<file path="src/rtl/data_mux_arbiter.sv">
// Round-robin arbiter/sequencer for the 4:1 register data mux: one owner per tenure, valid/ready
// load handshake, burst-bounded tenures. Define DATA_ARB_TIMEOUT_EN to add the stall watchdog.
module data_mux_arbiter #(
  parameter int unsigned MAX_BURST      = 4,
  parameter int unsigned TIMEOUT_CYCLES = 64
) (
  input  logic       clk,
  input  logic       rst,
  input  logic [3:0] req,
  input  logic [3:0] last,
  input  logic       load_ready,
  output logic [3:0] grant,
  output logic [1:0] sel,
  output logic       load_valid,
  output logic       busy,
  output logic       timeout_err
);

  localparam int unsigned BeatW = $clog2(MAX_BURST + 1);

  typedef enum logic [1:0] {
    StIdle,
    StXfer,
    StRelease
  } state_e;

  state_e           r_state, w_state_next;
  logic [1:0]       r_sel, w_sel_next;
  logic [1:0]       r_rr_ptr, w_rr_ptr_next;
  logic [BeatW-1:0] r_beat_cnt, w_beat_cnt_next;
  logic [1:0]       w_winner, w_scan;
  logic             w_found;
  logic             w_beat;
  logic             w_burst_hit;
  logic             w_timeout;

  if (MAX_BURST < 1 || TIMEOUT_CYCLES < 2) begin : g_bad_param
    $error("data_mux_arbiter: MAX_BURST must be >= 1 and TIMEOUT_CYCLES >= 2");
  end

  // First requester after the last owner; 2-bit add wraps the scan modulo 4.
  always_comb begin
    w_winner = 2'd0;
    w_scan   = 2'd0;
    w_found  = 1'b0;
    for (int i = 1; i <= 4; i++) begin
      w_scan = r_rr_ptr + 2'(i);
      if (!w_found && req[w_scan]) begin
        w_winner = w_scan;
        w_found  = 1'b1;
      end
    end
  end

  assign grant       = (r_state == StXfer) ? (4'b0001 << r_sel) : 4'b0000;
  assign sel         = r_sel;
  assign load_valid  = (r_state == StXfer) && req[r_sel];
  assign busy        = (r_state != StIdle);
  assign w_beat      = load_valid && load_ready;
  assign w_burst_hit = (r_beat_cnt == BeatW'(MAX_BURST - 1));

  always_comb begin
    w_state_next    = r_state;
    w_sel_next      = r_sel;
    w_rr_ptr_next   = r_rr_ptr;
    w_beat_cnt_next = r_beat_cnt;
    case (r_state)
      StIdle: begin
        if (w_found) begin
          w_state_next    = StXfer;
          w_sel_next      = w_winner;
          w_beat_cnt_next = '0;
        end
      end
      StXfer: begin
        if (!req[r_sel]) begin
          w_state_next = StRelease;
        end else if (w_beat) begin
          w_beat_cnt_next = r_beat_cnt + 1'b1;
          if (last[r_sel] || w_burst_hit) w_state_next = StRelease;
        end else if (w_timeout) begin
          w_state_next = StRelease;
        end
      end
      StRelease: begin
        // sel deliberately held so the mux does not glitch during the dead cycle.
        w_state_next    = StIdle;
        w_rr_ptr_next   = r_sel;
        w_beat_cnt_next = '0;
      end
      default: w_state_next = StIdle;
    endcase
  end

  always_ff @(posedge clk or posedge rst) begin
    if (rst) begin
      r_state    <= StIdle;
      r_sel      <= 2'd0;
      r_rr_ptr   <= 2'd3;
      r_beat_cnt <= '0;
    end else begin
      r_state    <= w_state_next;
      r_sel      <= w_sel_next;
      r_rr_ptr   <= w_rr_ptr_next;
      r_beat_cnt <= w_beat_cnt_next;
    end
  end

`ifdef DATA_ARB_TIMEOUT_EN
  localparam int unsigned StallW = $clog2(TIMEOUT_CYCLES + 1);

  logic [StallW-1:0] r_stall_cnt;
  logic              r_timeout_err;

  // Fires on the stall cycle that brings the count to TIMEOUT_CYCLES; a beat always wins.
  assign w_timeout = (r_state == StXfer) && req[r_sel] && !w_beat &&
                     (r_stall_cnt == StallW'(TIMEOUT_CYCLES - 1));

  always_ff @(posedge clk or posedge rst) begin
    if (rst) begin
      r_stall_cnt   <= '0;
      r_timeout_err <= 1'b0;
    end else begin
      r_timeout_err <= w_timeout;
      if (r_state != StXfer || w_beat) begin
        r_stall_cnt <= '0;
      end else begin
        r_stall_cnt <= r_stall_cnt + 1'b1;
      end
    end
  end

  assign timeout_err = r_timeout_err;
`else
  assign w_timeout   = 1'b0;
  assign timeout_err = 1'b0;
`endif

endmodule
</file>
<file path="config.mk">
export PLATFORM = sky130hd
export DESIGN_NAME = data_mux_arbiter
export DESIGN_NICKNAME = d
export VERILOG_FILES = /design/src/rtl/data_mux_arbiter.sv
export SDC_FILE = /design/constraint.sdc
export NUM_CORES = 1
export LEC_CHECK = 0
export BUFFER_PORTS_ARGS = -buffer_cell sky130_fd_sc_hd__buf_2
export CAP_MARGIN = 20
export CORE_UTILIZATION = 40
export CTS_CLUSTER_DIAMETER = 200
export DETAILED_ROUTE_END_ITERATION = 16
export HOLD_SLACK_MARGIN = 0.08
export MAX_ROUTING_LAYER = met4
export PLACE_DENSITY = 0.7
export SLEW_MARGIN = 20
export SYNTH_ARGS = -nofsm -noshare
export SYNTH_HDL_FRONTEND = slang
export SYNTH_SLANG_ARGS = --single-unit
</file>
<file path="constraint.sdc">
create_clock -name clk -period 1.9 [get_ports clk]
set_input_delay 0.57 -clock clk [delete_from_list [all_inputs] [get_ports clk]]
set_output_delay 0.57 -clock clk [all_outputs]
set_load 0.02 [all_outputs]
</file>
# == Word-level counts from Yosys, hierarchy flattened ==
# Index checks and enable logic that the tools add are counted.
# Widths: inputs -> output; s select.
# word_totals
reg_bits,9
latchBits,0
ram_bits,0
rom_bits,0
in_bits,11
output_inout_bits,9
wordCells,67
memories,0
# op_classes
addsub,4
n_mul,0
div_mod_pow,0
order_cmp,5
n_eq_ne,8
n_shift,1
mux,30
bitwise,0
n_reduce_logical,15
# op_table
operator,n
$mux 2,8
$lt 2x3->1 const B,5
$bmux 1 s2,6
$mux 1,10
$mux 3,3
$pmux 3 s3,1
$logic_and 1x1->1,5
$add 2x2->2 const B,2
$mux 4,1
$ne 2x2->1 const B,2
$pmux 2 s2,1
$reduce_and 4->1,1
$shl 1x2->4 const A,1
$add 3x1->3 const B,1
$eq 3x2->1 const B,1
$logic_not 1->1,3
$ne 3x2->1 const B,1
$ne 3x3->1 const B,1
$reduce_and 3->1,1
$reduce_bool 3->1,1
$add 2x1->2 const B,1
$eq 2x1->1 const B,1
$eq 2x2->1 const B,1
$logic_not 2->1,1
4 further kinds,4

# == Depth between registers and ports, before layout ==
# depth
word_depth,15
mapped_depth,5
mapped_depth_nobuf,5

# == Worst setup path after synthesis ==
# No wires, ideal clock.
# synth_timing
kind,reg2out
start,"reg r_sel[1], in the netlist sel[1]"
end,out load_valid
arrival_time_ps,1398
required_time_ps,1330
path_slack_ps,-68
path_stages_with_launch,4
path_buffers,1
path_cell_list,dfrtp_1 > buf_6 > mux4_2 > and2_2
# synth_between
elab_chain_len,3
# synth_rtl
item,line,source
from (decl),28,"logic [1:0] r_sel, w_sel_next;"
from (signal assigned),103,r_sel <= w_sel_next;
$bmux 1 s2,57,assign load_valid = (r_state == StXfer) && req[r_sel];
$mux 1 (not written as such),57,
$logic_and 1x1->1,57,
to (decl),14,"output logic load_valid,"
# Every way passes these cells. The select of a mux whose other input is x is not followed.

# == Final worst setup path ==
# layout_timing
start,in req[0]
end,out load_valid
# layout_between
elab_chain_len,3
# layout_rtl
item,line,source
from (decl),9,"input logic [3:0] req,"
$bmux 1 s2,57,
$mux 1 (not written as such),57,
$logic_and 1x1->1,57,
# Every way passes these cells. The select of a mux whose other input is x is not followed.

==> results_dict.tcl <==
set metrics [dict create \
    setup_tns_ns -0.0922 \
    synthesis.nets 77 \
    ir_drop_v 0.000812 \
    grt_pass1_vias 505 \
    cts_tree "done" \
    synth_area_um2 609 \
    dp_hpwl_um 995 \
    p_leak_nw 0.421 \
    cp.arrival_ns 1.42 \
    hold_class "input pin to async pin" \
    gp_congestion 0.793 \
    setup.worst_path.class "input pin to output pin" \
    fp.dieArea_um2 1680 \
    port_buffers 18 \
    endpoint_kind "output pin" \
    whs_ns 0.258 \
    pwr-share-comb_pct 57.8 \
    ys_seq_elements 9 \
    max_freq_mhz 502 \
    yosysSeqAreaShare_pct 37.4 \
    worst_slack_ns -0.0922 \
    antenna_found_initial 0 \
    setup_viol 1 \
    routed_wl_mm 1.28 \
    cp-start-kind "input pin" \
    fin_crit_ns 1.99 \
    drive_above_1_share_pct 47.8 \
    fin_nets 106 \
    p_per_area_nw_per_um2 1460 \
    rsz0062_at_grt "yes" \
    internal_power_mw 0.717 \
    placed_area_um2 751 \
    n_fill_cell 126 \
    slew_violations 0 \
    p_seq_share_pct 30.3 \
    layout_commonest_cell "buf_2" \
    stdcell_area_um2 826 \
    wl_per_cell_um 11.9 \
    post-place-ws_ns -0.139 \
    utilization_pct 60.4 \
    path_max_fanout 2 \
    use_met2_pct 32.0 \
    drtIter0Drc 7 \
    synth_ff_type "dfrtp_1" \
    ys_warn_count 0 \
    use_met3_pct 4.35 \
    io_pins 20 \
    grt_use_total_pct 19.0 \
    antenna_left 0 \
    dr_total_vias 550 \
    grt_busiest_layer "met2" \
    antennaDiodeCount 0 \
    clkTransAtPathRegs_ns 0.06 \
    clock_path_buffers 2 \
    rows 13 \
    overflow 0 \
    reg2reg_slack_ns 0.24 \
    synth_cell_types 28 \
    reg2reg_to "r_beat_cnt[2]" \
    finalHoldViolCount 0 \
    dieHeight_um 41.0 \
    r2r_cells 6 \
    initial_core_util_pct 44.6 \
    synth_edf_count 0 \
    cts_buffers 3 \
    p_clk_share_pct 11.8 \
    clkLatencyLatePin_ns 0.25 \
    root_buffer "clkbuf_4" \
    vias_per_cell 5.14 \
    grt_max_degree 10 \
    fin_skew_ns 0.000752 \
    globalRouteMet1Util_pct 21.1 \
    grt_pass1_wl_mm 1.97 \
    maxCapViolCount 0 \
    status "finished, violations left" \
    syn2layout_area_growth_pct 35.5 \
    core_area_um2 1370 \
    avgSynthCellArea_um2 9.52 \
    p_switching_mw 0.489 \
    cp.required_ns 1.33 \
    final_cell_mix "buf_2, buf_4, nand2_1, inv_1, dfrtp_1" \
    syn_inst 64 \
    clock_sinks 9 \
    violations "setup timing" \
    drc 0 \
    drtPass1Iterations 4 \
    synthArstFlopShare_pct 100 \
    htree_levels 1 \
    die_x_um 41.0 \
    netSwitchingFraction_pct 40.5 \
    regToRegStartpoint "sel[1]" \
    min_period_over_period_pct 105 \
]
==> stage by stage <==
step,total power [mW],cells
after global routing,1.31,107
after global placement,0.992,101
after floorplan,0.829,64
final,1.21,107
after CTS,1.17,105
after detailed placement,1.00,101
==> flip-flops by register name, indices dropped and copies added (netlist names) <==
register	cells
r_beat_cnt	3
r_rr_ptr	2
r_state	2
sel	2
==> repair_timing <==
item | in CTS | in global routing
buffers inserted | 0 | 2
cloned | 0 | 0
hold buffers | 0 | 0
pin swaps | 1 | 0
setup endpoints to repair | 2 | 4
resized for setup | 5 | 3
==> synthesized netlist by cell type, types with 2 or more instances <==
| cell type | n | area (um^2) |
|---|---|---|
| ha_1 | 2 | 25.0 |
| a21oi_1 | 4 | 20.0 |
| dfstp_2 | 2 | 52.6 |
| dfrtp_1 | 7 | 175 |
| o22ai_1 | 4 | 25.0 |
| inv_1 | 6 | 22.5 |
| nor2_1 | 4 | 15.0 |
| mux2_2 | 2 | 22.5 |
| o21ai_0 | 3 | 15.0 |
| nand2b_1 | 4 | 25.0 |
| mux2i_1 | 2 | 20.0 |
| nand2_1 | 8 | 30.0 |
==> layout make-up <==
| cell class | instances | area (um^2) | share of cell area (%) |
|---|---|---|---|
| inverters | 6 | 22.5 | 2.73 |
| flip-flops and latches | 9 | 230 | 27.9 |
| well taps | 15 | 18.8 | 2.27 |
| multi-input cells | 46 | 345 | 41.8 |
| clock buffers | 4 | 26.3 | 3.18 |
| repair buffers | 27 | 183 | 22.1 |
==> worst max-delay path by stage <==
stage               startpoint    endpoint  cells after the start
detailed placement      req[3]  load_valid                      4
global placement        req[3]  load_valid                      4
finish                  req[0]  load_valid                      4
CTS                     sel[1]  load_valid                      3
floorplan               sel[1]  load_valid                      3
global route            sel[1]  load_valid                      3
==> cell families (layout without fill, tap and decap cells) <==
group,Yosys count,in the layout,synth area share [%]
multiplexers,6,6,15.0
other,1,1,0.615
buffers and inverters,9,37,7.39
AO/OA/AOI/OAI,14,14,14.2
flip-flops,9,9,37.4
AND/OR/NAND/NOR,23,23,21.4
adder cells (fa/ha/maj),2,2,4.11
==> power groups by stage <==
stage / Sequential, mW / Clock [mW] / Combinational (mW)
floorplan: 0.372 / 0 / 0.457
global placement: 0.363 / 0 / 0.629
detailed placement: 0.364 / 0 / 0.639
CTS: 0.362 / 0.145 / 0.663
global route: 0.379 / 0.152 / 0.779
finish: 0.366 / 0.143 / 0.697
==> per-layer routing <==
metal | share of wire (%) | vias up
met5 | 0 | -
met4 | 0.39 | 0
met3 | 4.5 | 2
met2 | 48 | 17
met1 | 47 | 250
li1 | - | 281
==> critical path, cell delays in order <==
cell and delay, ns:
buf_2 0.10, mux4_2 0.47, and2_4 0.16, buf_6 0.12
Note: power is estimated with default switching activity, not from simulation.
